`src/rtl/alu_md_iter.sv`:
```
// Integer ALU with an iterative RV32M multiply/divide unit.
// Base ops finish in one registered cycle. M ops run a DATA_WIDTH-step
// shift-add / restoring-divide loop plus one sign fix-up cycle.
// The input and output both use valid/ready handshakes.
module alu_md_iter #(
    parameter int DATA_WIDTH  = 32,
    parameter int OP_WIDTH    = 5,
    parameter int SHAMT_WIDTH = $clog2(DATA_WIDTH)
) (
    input  logic                  clk,
    input  logic                  rst,
    input  logic                  flush,
    input  logic                  in_valid,
    output logic                  in_ready,
    input  logic [OP_WIDTH-1:0]   ALUControl,
    input  logic [DATA_WIDTH-1:0] SrcA,
    input  logic [DATA_WIDTH-1:0] SrcB,
    output logic                  out_valid,
    input  logic                  out_ready,
    output logic [DATA_WIDTH-1:0] ALUResult,
    output logic                  Zero
);

    localparam int DW = DATA_WIDTH;
    localparam int CW = $clog2(DATA_WIDTH);

    localparam logic [OP_WIDTH-1:0] OP_ADD    = OP_WIDTH'(0);
    localparam logic [OP_WIDTH-1:0] OP_SUB    = OP_WIDTH'(1);
    localparam logic [OP_WIDTH-1:0] OP_SLL    = OP_WIDTH'(2);
    localparam logic [OP_WIDTH-1:0] OP_SLT    = OP_WIDTH'(3);
    localparam logic [OP_WIDTH-1:0] OP_SLTU   = OP_WIDTH'(4);
    localparam logic [OP_WIDTH-1:0] OP_XOR    = OP_WIDTH'(5);
    localparam logic [OP_WIDTH-1:0] OP_SRL    = OP_WIDTH'(6);
    localparam logic [OP_WIDTH-1:0] OP_SRA    = OP_WIDTH'(7);
    localparam logic [OP_WIDTH-1:0] OP_OR     = OP_WIDTH'(8);
    localparam logic [OP_WIDTH-1:0] OP_AND    = OP_WIDTH'(9);
    localparam logic [OP_WIDTH-1:0] OP_MUL    = OP_WIDTH'(10);
    localparam logic [OP_WIDTH-1:0] OP_MULH   = OP_WIDTH'(11);
    localparam logic [OP_WIDTH-1:0] OP_MULHSU = OP_WIDTH'(12);
    localparam logic [OP_WIDTH-1:0] OP_MULHU  = OP_WIDTH'(13);
    localparam logic [OP_WIDTH-1:0] OP_DIV    = OP_WIDTH'(14);
    localparam logic [OP_WIDTH-1:0] OP_DIVU   = OP_WIDTH'(15);
    localparam logic [OP_WIDTH-1:0] OP_REM    = OP_WIDTH'(16);
    localparam logic [OP_WIDTH-1:0] OP_REMU   = OP_WIDTH'(17);

    typedef enum logic [1:0] {S_IDLE, S_BUSY, S_DONE} state_t;

    state_t                state_q;
    logic [CW-1:0]         cnt_q;
    logic                  steps_done_q;
    logic [OP_WIDTH-1:0]   op_q;
    logic                  neg_q;
    logic [DW-1:0]         acc_hi_q;
    logic [DW-1:0]         acc_lo_q;
    logic [DW-1:0]         opnd_q;
    logic [DW-1:0]         res_q;
    logic                  zero_q;

    logic                  accept;
    logic                  is_mop;
    logic                  is_div_q;
    logic [SHAMT_WIDTH-1:0] shamt;
    logic [DW-1:0]         alu_d;
    logic                  a_neg, b_neg;
    logic [DW-1:0]         a_abs, b_abs;
    logic [DW-1:0]         a_mag_d, b_mag_d;
    logic                  neg_d;
    logic [DW:0]           mul_sum;
    logic [DW-1:0]         mul_hi_d, mul_lo_d;
    logic [DW:0]           div_rem;
    logic [DW-1:0]         div_diff;
    logic                  div_ge;
    logic [DW-1:0]         div_hi_d, div_lo_d;
    logic [2*DW-1:0]       prod_s;
    logic [DW-1:0]         quo_s, rem_s;
    logic [DW-1:0]         fin_d;

    assign in_ready  = (state_q == S_IDLE) | ((state_q == S_DONE) & out_ready);
    assign accept    = in_valid & in_ready & ~flush;
    assign out_valid = (state_q == S_DONE);
    assign ALUResult = res_q;
    assign Zero      = zero_q;
    assign is_mop    = (ALUControl >= OP_MUL) && (ALUControl <= OP_REMU);
    assign is_div_q  = (op_q >= OP_DIV);
    assign shamt     = SrcB[SHAMT_WIDTH-1:0];

    // Single-cycle base ALU result, registered on accept
    always_comb begin
        alu_d = '0;
        case (ALUControl)
            OP_ADD:  alu_d = SrcA + SrcB;
            OP_SUB:  alu_d = SrcA - SrcB;
            OP_SLL:  alu_d = SrcA << shamt;
            OP_SLT:  alu_d = {{(DW-1){1'b0}}, ($signed(SrcA) < $signed(SrcB))};
            OP_SLTU: alu_d = {{(DW-1){1'b0}}, (SrcA < SrcB)};
            OP_XOR:  alu_d = SrcA ^ SrcB;
            OP_SRL:  alu_d = SrcA >> shamt;
            OP_SRA:  alu_d = $signed(SrcA) >>> shamt;
            OP_OR:   alu_d = SrcA | SrcB;
            OP_AND:  alu_d = SrcA & SrcB;
            default: alu_d = '0;
        endcase
    end

    // Operand magnitudes and result sign for the M-op loop
    always_comb begin
        a_neg   = SrcA[DW-1];
        b_neg   = SrcB[DW-1];
        a_abs   = a_neg ? (~SrcA + 1'b1) : SrcA;
        b_abs   = b_neg ? (~SrcB + 1'b1) : SrcB;
        a_mag_d = SrcA;
        b_mag_d = SrcB;
        neg_d   = 1'b0;
        case (ALUControl)
            OP_MULH: begin
                a_mag_d = a_abs;
                b_mag_d = b_abs;
                neg_d   = a_neg ^ b_neg;
            end
            OP_MULHSU: begin
                a_mag_d = a_abs;
                neg_d   = a_neg;
            end
            // A zero divisor yields an all-ones quotient whatever the dividend sign
            OP_DIV: begin
                a_mag_d = a_abs;
                b_mag_d = b_abs;
                neg_d   = (a_neg ^ b_neg) & (SrcB != '0);
            end
            OP_REM: begin
                a_mag_d = a_abs;
                b_mag_d = b_abs;
                neg_d   = a_neg;
            end
            default: ;
        endcase
    end

    // One multiply and one divide iteration step, plus the sign fix-up of the final value
    always_comb begin
        mul_sum  = {1'b0, acc_hi_q} + (acc_lo_q[0] ? {1'b0, opnd_q} : '0);
        mul_hi_d = mul_sum[DW:1];
        mul_lo_d = {mul_sum[0], acc_lo_q[DW-1:1]};

        div_rem  = {acc_hi_q, acc_lo_q[DW-1]};
        div_ge   = (div_rem >= {1'b0, opnd_q});
        div_diff = div_rem[DW-1:0] - opnd_q;
        div_hi_d = div_ge ? div_diff : div_rem[DW-1:0];
        div_lo_d = {acc_lo_q[DW-2:0], div_ge};

        prod_s = neg_q ? (~{acc_hi_q, acc_lo_q} + 1'b1) : {acc_hi_q, acc_lo_q};
        quo_s  = neg_q ? (~acc_lo_q + 1'b1) : acc_lo_q;
        rem_s  = neg_q ? (~acc_hi_q + 1'b1) : acc_hi_q;

        fin_d = '0;
        case (op_q)
            OP_MUL:                        fin_d = prod_s[DW-1:0];
            OP_MULH, OP_MULHSU, OP_MULHU:  fin_d = prod_s[2*DW-1:DW];
            OP_DIV, OP_DIVU:               fin_d = quo_s;
            OP_REM, OP_REMU:               fin_d = rem_s;
            default:                       fin_d = '0;
        endcase
    end

    // Control FSM and all datapath registers
    always_ff @(posedge clk or posedge rst) begin
        if (rst) begin
            state_q      <= S_IDLE;
            cnt_q        <= '0;
            steps_done_q <= 1'b0;
            op_q         <= '0;
            neg_q        <= 1'b0;
            acc_hi_q     <= '0;
            acc_lo_q     <= '0;
            opnd_q       <= '0;
            res_q        <= '0;
            zero_q       <= 1'b1;
        end else if (flush) begin
            state_q      <= S_IDLE;
            cnt_q        <= '0;
            steps_done_q <= 1'b0;
        end else begin
            case (state_q)
                S_IDLE, S_DONE: begin
                    if (accept) begin
                        if (is_mop) begin
                            op_q         <= ALUControl;
                            neg_q        <= neg_d;
                            acc_hi_q     <= '0;
                            acc_lo_q     <= a_mag_d;
                            opnd_q       <= b_mag_d;
                            cnt_q        <= CW'(DW - 1);
                            steps_done_q <= 1'b0;
                            state_q      <= S_BUSY;
                        end else begin
                            res_q   <= alu_d;
                            zero_q  <= (alu_d == '0);
                            state_q <= S_DONE;
                        end
                    end else if (state_q == S_DONE && out_ready) begin
                        state_q <= S_IDLE;
                    end
                end
                // Steps run at counts DW-1..0; the following cycle does the fix-up,
                // giving a DW+1 cycle latency from accept to out_valid.
                S_BUSY: begin
                    if (!steps_done_q) begin
                        acc_hi_q <= is_div_q ? div_hi_d : mul_hi_d;
                        acc_lo_q <= is_div_q ? div_lo_d : mul_lo_d;
                        if (cnt_q == '0) begin
                            steps_done_q <= 1'b1;
                        end else begin
                            cnt_q <= cnt_q - CW'(1);
                        end
                    end else begin
                        res_q        <= fin_d;
                        zero_q       <= (fin_d == '0);
                        steps_done_q <= 1'b0;
                        state_q      <= S_DONE;
                    end
                end
                default: state_q <= S_IDLE;
            endcase
        end
    end

endmodule

```
`config.mk`:
```
export PLATFORM = sky130hd
export DESIGN_NAME = alu_md_iter
export DESIGN_NICKNAME = d
export VERILOG_FILES = /design/src/rtl/alu_md_iter.sv
export SDC_FILE = /design/constraint.sdc
export NUM_CORES = 1
export LEC_CHECK = 0
export ABC_AREA = 1
export ABC_CLOCK_PERIOD_IN_PS = 8000
export BUFFER_PORTS_ARGS = -buffer_cell sky130_fd_sc_hd__buf_2
export CAP_MARGIN = 0
export CORE_AREA = 5 5 244 246
export CTS_CLUSTER_SIZE = 12
export DETAILED_ROUTE_END_ITERATION = 8
export DIE_AREA = 0 0 249 251
export MAX_ROUTING_LAYER = met4
export RECOVER_POWER = 100
export REMOVE_ABC_BUFFERS = 1
export SETUP_SLACK_MARGIN = 0.4
export SYNTH_ARGS = -nofsm -noshare
export SYNTH_HDL_FRONTEND = slang
export SYNTH_SLANG_ARGS = --single-unit
```
`constraint.sdc`:
```
create_clock -name clk -period 8 [get_ports clk]
set_input_delay 1.6 -clock clk [delete_from_list [all_inputs] [get_ports clk]]
set_output_delay 1.6 -clock clk [all_outputs]
set_load 0.02 [all_outputs]
```
# Word level (Yosys, flattened, before mapping)
# Cells that the tools add are included.
# word_totals
register_bits,143
output_inout_bits,35
input_bits,74
# classes
n_reduce_logical,23
n_bitwise,15
n_eq_ne,34
muxes,48
n_lt_le_gt_ge,6
shift,3
n_addsub,10
# ops
operator,n
two-way mux 32 bit,19
case mux 32 bit (10 select lines),1
case mux 32 bit (2 select lines),3
adder 32 x 1 -> 32 bit (second input constant),4
NOT 32 bit,4
case mux 32 bit (4 select lines),1
adder 64 x 1 -> 64 bit (second input constant),1
logical NOT 32 bit,2
< comparator 32 bit,2
two-way mux 64 bit,1
NOT 64 bit,1
subtractor 32 bit,2
equality test 5 x 4 -> 1 bit (second input constant),11
adder 32 x 32 -> 33 bit,1
greater-or-equal comparator 33 x 32 -> 1 bit,1
adder 32 bit,1
bitwise AND 32 bit,1
bitwise OR 32 bit,1
nonzero test 32 bit,1
left shift 32 x 5 -> 32 bit,1
>> shifter 32 x 5 -> 32 bit,1
>>> shifter 32 x 5 -> 32 bit,1
bitwise XOR 32 bit,1
two-way mux 5 bit,5
other kinds (34),72

# Logic depth before layout (Yosys ltp)
# Gate-level depths: netlist (run 1).
# depth
word_depth,8
mapped_depth,25
ltp_nobuf,22

# Worst setup path before layout (run 1)
# Ideal clock, no wire load.
# synth_path
path_kind,input to register
start,input SrcB[3]
end,"register zero_q, in the netlist Zero"
slack_ps,3899
cell_stages,23
t_required_ps,7932
t_arrival_ps,4033
path_cell_list,buf_2 inv_2 buf_2 buf_2 ha_1 clkbuf_2 inv_1 nand2_1 nand2_1 nand2_1 nand3_1 nand3_1 nand2_1 nand2_1 o21ai_0 nand2_1 nand2_1 nor2_1 nor2_1 nand3_1 nor2_1 nand2_1 a21oi_2
# synth_via
elab_chain_cells,6
# synth_lines
element,line_no,text
from (decl),17,"input logic [DATA_WIDTH-1:0] SrcB,"
"subtractor 32 bit, or another cell as far along",92,OP_SUB: alu_d = SrcA - SrcB;
case mux 32 bit (10 select lines) (*),90,case (ALUControl)
logical NOT 32 bit (*),197,zero_q <= (alu_d == '0);
two-way mux 1 bit (*),186,if (is_mop) begin
two-way mux 1 bit (*),185,if (accept) begin
case mux 1 bit (2 select lines) (*),183,case (state_q)
to (signal assigned),197,
to (signal assigned),217,zero_q <= (fin_d == '0);
to (decl),57,logic zero_q;
# Every way passes the cells marked *; elsewhere a longest branch is shown, timed or not. The select of a mux whose other input is x is not followed.
# A chain may end at the register's enable or synchronous reset.

# Final worst setup path (run 1)
# layout_path
start,input SrcB[1]
end,register neg_q
# layout_via
elab_chain_cells,3
# layout_lines
element,line_no,text
nonzero test 32 bit,128,neg_d = (a_neg ^ b_neg) & (SrcB != '0);
bitwise AND 1 bit,128,
case mux 1 bit (3 select lines),114,case (ALUControl)
to (signal assigned),188,neg_q <= neg_d;
to (decl),52,logic neg_q;
# Every way passes these cells.

==> out/qor.yml, run 1 <==
grt_pass1_wl_um: 197000
ys_seq_area_frac: 0.141
synthCells: 4619
nFillCells: 6518
cts_made_buffers: 17
violations: "max-capacitance violations, max-slew violations"
critPathLaunchType: "primary input"
max_slew_margin: -1.56
ys_warn_count: 0
num_rows: 88
clock-sinks: 143
crit_type: "primary input to register"
required_ps: 8260
synth.cell_area_sq_mm: 0.0253
seq_power_share: 0.202
hold_buffers: 0
async_reset_ff_frac: 1.00
gp_congestion: 1.08
drt_wl_total_um: 137000
ys_seq_elements: 143
die_h_um: 251
htree_num_levels: 4
initial_core_util: 0.444
synth_ff_type: "dfrtp_1"
cts_buffer_depth: 2
most-common-layout-cells: "nand2_1, nand3_1, nor2_1"
hold_start: "ALUResult[15]"
dieArea_sq_mm: 0.0625
fin_crit_ps: 6090
final_max_slew_viol_count: 334
fin_worst_skew_ps: 21.3
clk_pin_slew_ps: 70
drt_iter0_markers: 3570
period_share: 0.761
ys_types: 58
ctsResizeCount: 0
synth_top_area_share: 0.198
vias_per_cell: 5.98
ir_worst_vdd_mv: 0.170
area_delta_synth_final_pct: 5.53
finalWorstSetupSlack_ps: 1910
arrival_ps: 6350
p_int_mw: 2.74
ios: 109
routedWlPerCell_um: 25.4
tns_ps: 0
syn_area_per_cell_sq_um: 5.49
io_buffers: 108
dp_slack_ps: 2880
core_area_sq_mm: 0.0571
antenna_found_initial: 3
die_w_um: 249
mostFrequentLayoutCell: "nand2_1"
finalSetupViolCount: 0
hold_viol_final: 0
dr.pass1.iters: 5
p_switching_mw: 4.15
timing.fmax_mhz: 164
post_cts_buffers: 0
end_kind: "register"
multi_input_comb_area_sq_mm: 0.0189
grt_use_total: 0.429
first_global_vias: 30500
cp_max_fo: 31
synth.area.top_cells: "nand2_1, dfrtp_1, nand3_1"
fin_util: 0.468
clock_power_share: 0.113
power_frac_comb: 0.684
ant_nets: 0
overflow: 0
yosysTopAreaCell: "nand2_1"
cp-startpoint: "SrcB[1]"
powerDensity_mw_per_mm2: 258
clk_latency_ps: 470
drv_cap: 7
dp_hpwl_um: 112000
crit-reg2reg-launch: "state_q[0]"
rsz0062_at_grt: "false"
synth_edf_count: 0
grt_max_degree: 78
drc_errors: 0
cts_tree: "built"
nets: 4855
drive_gt1_frac: 0.0518
cts_root_buf: "clkbuf_16"
tightest_slew_ps: 3830
whs_ps: 486
num_vias: 32200
p_leak_nw: 13.8
seqCellArea_sq_mm: 0.00358
hold_path_class: "register to register"
switching_share: 0.602
status: "complete, but fails checks"
power groups by stage:
| stage | registers (mW) | clock network (mW) | logic (mW) |
|---|---|---|---|
| 2_1_floorplan | 1.27 | 0 | 3.05 |
| 3_3_place_gp | 1.39 | 0 | 4.59 |
| 3_5_place_dp | 1.38 | 0 | 4.59 |
| 4_1_cts | 1.37 | 0.781 | 4.62 |
| 5_1_grt | 1.42 | 0.809 | 5.14 |
| 6_report | 1.40 | 0.782 | 4.72 |
routing by layer:
layer  routed length [um]  GRT usage  vias to the layer above
li1                     -          -                    15200
met1                50000      0.467                    15000
met2                63900      0.720                     1599
met3                 9850     0.0558                      487
met4                13100      0.321                        0
met5                    0          -                        -
per-stage QoR:
step / cell area [sq um] / instances / total power [mW]
2_1_floorplan: 24500 / 4444 / 4.32
5_1_grt: 26700 / 5386 / 7.37
3_3_place_gp: 26300 / 5353 / 5.98
3_5_place_dp: 26300 / 5353 / 5.97
6_report: 26700 / 5386 / 6.90
4_1_cts: 26900 / 5383 / 6.77
registers in the layout, indices dropped and copies added, names as in the netlist:
name and count:
neg_q 1, acc_lo_q 32, state_q 2, ALUResult 32, op_q 5, cnt_q 5
acc_hi_q 32, Zero 1, steps_done_q 1, opnd_q 32
worst max-delay path: stages:
cell and delay, ps:
buf_2 190, inv_1 360, clkbuf_1 1350, ha_1 390
nand2_2 70, nor3_1 510, nand4_1 210, nor2_1 340
inv_2 80, nor2_4 210, nand3_1 160, inv_1 130
nand4_1 140, a21oi_1 160, o22ai_1 160, nand2_1 110
o21ai_1 90
synthesized netlist by cell type, types with 16 or more instances:
library cell and instances:
xnor2_1 24, nand3_1 652, inv_2 25, ha_1 170, a31oi_1 27, a21oi_1 294
clkbuf_1 69, nor2_2 18, o21ai_1 26, nor2_1 545, o21ai_0 288, nand2_1 1336
o21bai_1 20, nand4_1 59, inv_1 499, dfrtp_1 142, xor2_1 50, nand2_2 17
buf_2 77, o211ai_1 19, a21o_1 16, nor3_1 43, o22ai_1 27
layout make-up:
type / count / share of cell area
antenna: 3 / 0.000281
clock inverter: 12 / 0.00388
tap: 765 / 0.0358
clock buffer: 18 / 0.0164
sequential: 143 / 0.134
multi-input combinational: 3775 / 0.708
timing repair buffer: 144 / 0.0279
inverter: 526 / 0.0739
cell families after synthesis:
group           synth area share
fa+ha+maj                 0.0871
simple gates               0.467
buf+inv                    0.111
flops                      0.141
xor+xnor                  0.0256
compound gates             0.169
path summary, 6_finish.rpt:
path,to,slack (ps),cells after the start
max,neg_q,1910,17
min,ALUResult[15],490,2
max reg2reg,ALUResult[27],1980,12
min reg2reg,ALUResult[15],490,2
max in group asynchronous,neg_q,2600,3
min in group asynchronous,acc_hi_q[30],2270,2
(Power assumes the default switching activity.)
==> inputs of run 2 (changes only) <==
ABC_CLOCK_PERIOD_IN_PS = 5100   (was 8000)
clock period = 5.1 ns   (was 8 ns; I/O delays follow)
==> run 2 against run 1 <==
The run still ends with max-capacitance violations, max-slew violations left. Global-route usage up 1.3 points. Design area up 1.3%. Worst hold slack better by 5.1 ps. First-iteration DRC count up 7.8%. Via count up 2.4%.
==> out/qor.yml, run 2 (same netlist as run 1, synthesis figures left out) <==
status: "complete, but fails checks"
num_rows: 88  # unchanged
gp_congestion: 1.12  # +3.0%
finalSetupViolCount: 0  # unchanged
tns_ps: 0  # unchanged
core_area_sq_mm: 0.0571  # unchanged
grt_max_degree: 75  # -3.8%
grt_pass1_wl_um: 203000  # +3.1%
placed_area_sq_mm: 0.0266  # +1.3%
cts_tree: "built"
cts_buffer_depth: 2  # unchanged
ctsResizeCount: 0  # unchanged
clock-sinks: 143  # unchanged
ios: 109  # unchanged
timing.fmax_mhz: 219
post_cts_buffers: 0  # unchanged
drt_wl_total_um: 141000  # +3.0%
drt_iter0_markers: 3850  # +7.8%
drive_gt1_frac: 0.0601  # +0.00832
crit-reg2reg-launch: "acc_lo_q[31]"
clk_latency_ps: 460  # about the same
powerDensity_mw_per_mm2: 404  # +57%
clk_pin_slew_ps: 70  # about the same
slowest_delay_ps: 810  # -540 ps
cp_max_fo: 25  # -19%
rsz0062_at_grt: "false"
die_h_um: 251  # unchanged
fin_worst_skew_ps: 12.0  # -9.30 ps
routedWlPerCell_um: 26.0  # +2.3%
end_kind: "register"
hold_start: "ALUResult[0]"
initial_core_util: 0.444  # unchanged
htree_num_levels: 4  # unchanged
die_w_um: 249  # unchanged
first_global_vias: 31200  # +2.5%
crit_top_cell: "nand2_1"
grt_use_total: 0.443  # +0.0133
diodes: 0  # -3
dieArea_sq_mm: 0.0625  # unchanged
vias_per_cell: 6.08  # +1.7%
drc_errors: 0  # unchanged
area_delta_synth_final_pct: 6.92
period_share: 0.897
worst-path-buf-inv: 3  # -2
antenna_found_initial: 1  # -2
nets: 4896  # +0.84%
drv_cap: 4  # -3
overflow: 0  # unchanged
tightest_slew_ps: 2970  # -855 ps
cts_root_buf: "clkbuf_16"
design_area_sq_mm: 0.0271  # +1.3%
cp-startpoint: "SrcB[0]"
crit_family: "simple AND/OR/NAND/NOR gates"
cts_made_buffers: 17  # unchanged
mostFrequentLayoutCell: "nand2_1"
finalWorstSetupSlack_ps: 528  # -1380 ps
required_ps: 5370  # -2890 ps
cp_cell_sequence: "buf_2 -> inv_1 -> buf_4 -> nand2_1 -> nor2_2 -> nand2_1 -> nor2_2 -> nand3_2 -> nor2_2 -> nand3_2 -> nor3_2 -> nand3_2 -> nor2_4 -> nand4_1 -> nand2_1 -> nand2_1 -> nand3_1 -> o21ai_1"
whs_ps: 491  # +5.10 ps
num_vias: 33000  # +2.4%
p_leak_nw: 14.0  # +1.6%
dr.pass1.iters: 7  # +2
hold_path_class: "register to register"
slowest_stage: "inv_1"
dp_hpwl_um: 115000  # +2.8%
critPathLaunchType: "primary input"
arrival_ps: 4840  # -1510 ps
most-common-layout-cells: "nand2_1, nand3_1, nor2_1"
final_max_slew_viol_count: 195  # -42%
ir_worst_vdd_mv: 0.264  # +55%
crit_type: "primary input to register"
dp_slack_ps: 663  # -2220 ps
hold_viol_final: 0  # unchanged
violations: "max-capacitance violations, max-slew violations"
max_slew_margin: -0.981  # +0.584
ant_nets: 0  # unchanged
fin_crit_ps: 4570
io_buffers: 108  # unchanged
hold_buffers: 0  # unchanged
==> run 2: where the power goes <==
part           total (mW)  leakage [nW]  switching (mW)  internal (mW)
sequential           2.21          1.79           0.709           1.50
combinational        7.44          11.9            5.27           2.17
clock                1.29         0.277           0.621          0.667
total                10.9          14.0            6.60           4.35
==> run 2: tightest hold or removal path, stage by stage, from the launching register on <==
cell and delay, ps:
dfrtp_1 350, nand2_1 50, nand2_1 50
==> run 2: metrics by stage <==
stage | std cells | power [mW] | utilization
floorplan | 4444 | 6.78 | -
global placement | 5394 | 9.45 | 0.466
detailed placement | 5394 | 9.45 | 0.466
CTS | 5426 | 10.8 | 0.476
global route | 5426 | 11.7 | 0.474
finish | 5426 | 10.9 | 0.474
==> run 2: final cells by class <==
| cell class | count | area [sq um] |
|---|---|---|
| fillers | 6441 | 30000 |
| well taps | 765 | 957 |
| clock inverters | 13 | 119 |
| multi-input cells | 3775 | 18900 |
| inverters | 526 | 1980 |
| flip-flops and latches | 143 | 3580 |
| repair buffers | 185 | 1090 |
| clock buffers | 19 | 453 |
==> run 2: worst paths after layout <==
kind | depth (start not counted) | to | slack, ps
hold reg to reg | 2 | ALUResult[0] | 490
setup reg to reg | 21 | acc_hi_q[27] | 610
min in group asynchronous | 2 | acc_hi_q[30] | 1600
setup / recovery | 18 | opnd_q[29] | 530
max in group asynchronous | 2 | opnd_q[8] | 1750
hold / removal | 2 | ALUResult[0] | 490
==> run 2: layer usage <==
layer	track usage	wire [um]
met1	0.487	50400
met2	0.720	64100
met3	0.0620	11800
met4	0.354	14600
met5	-	0
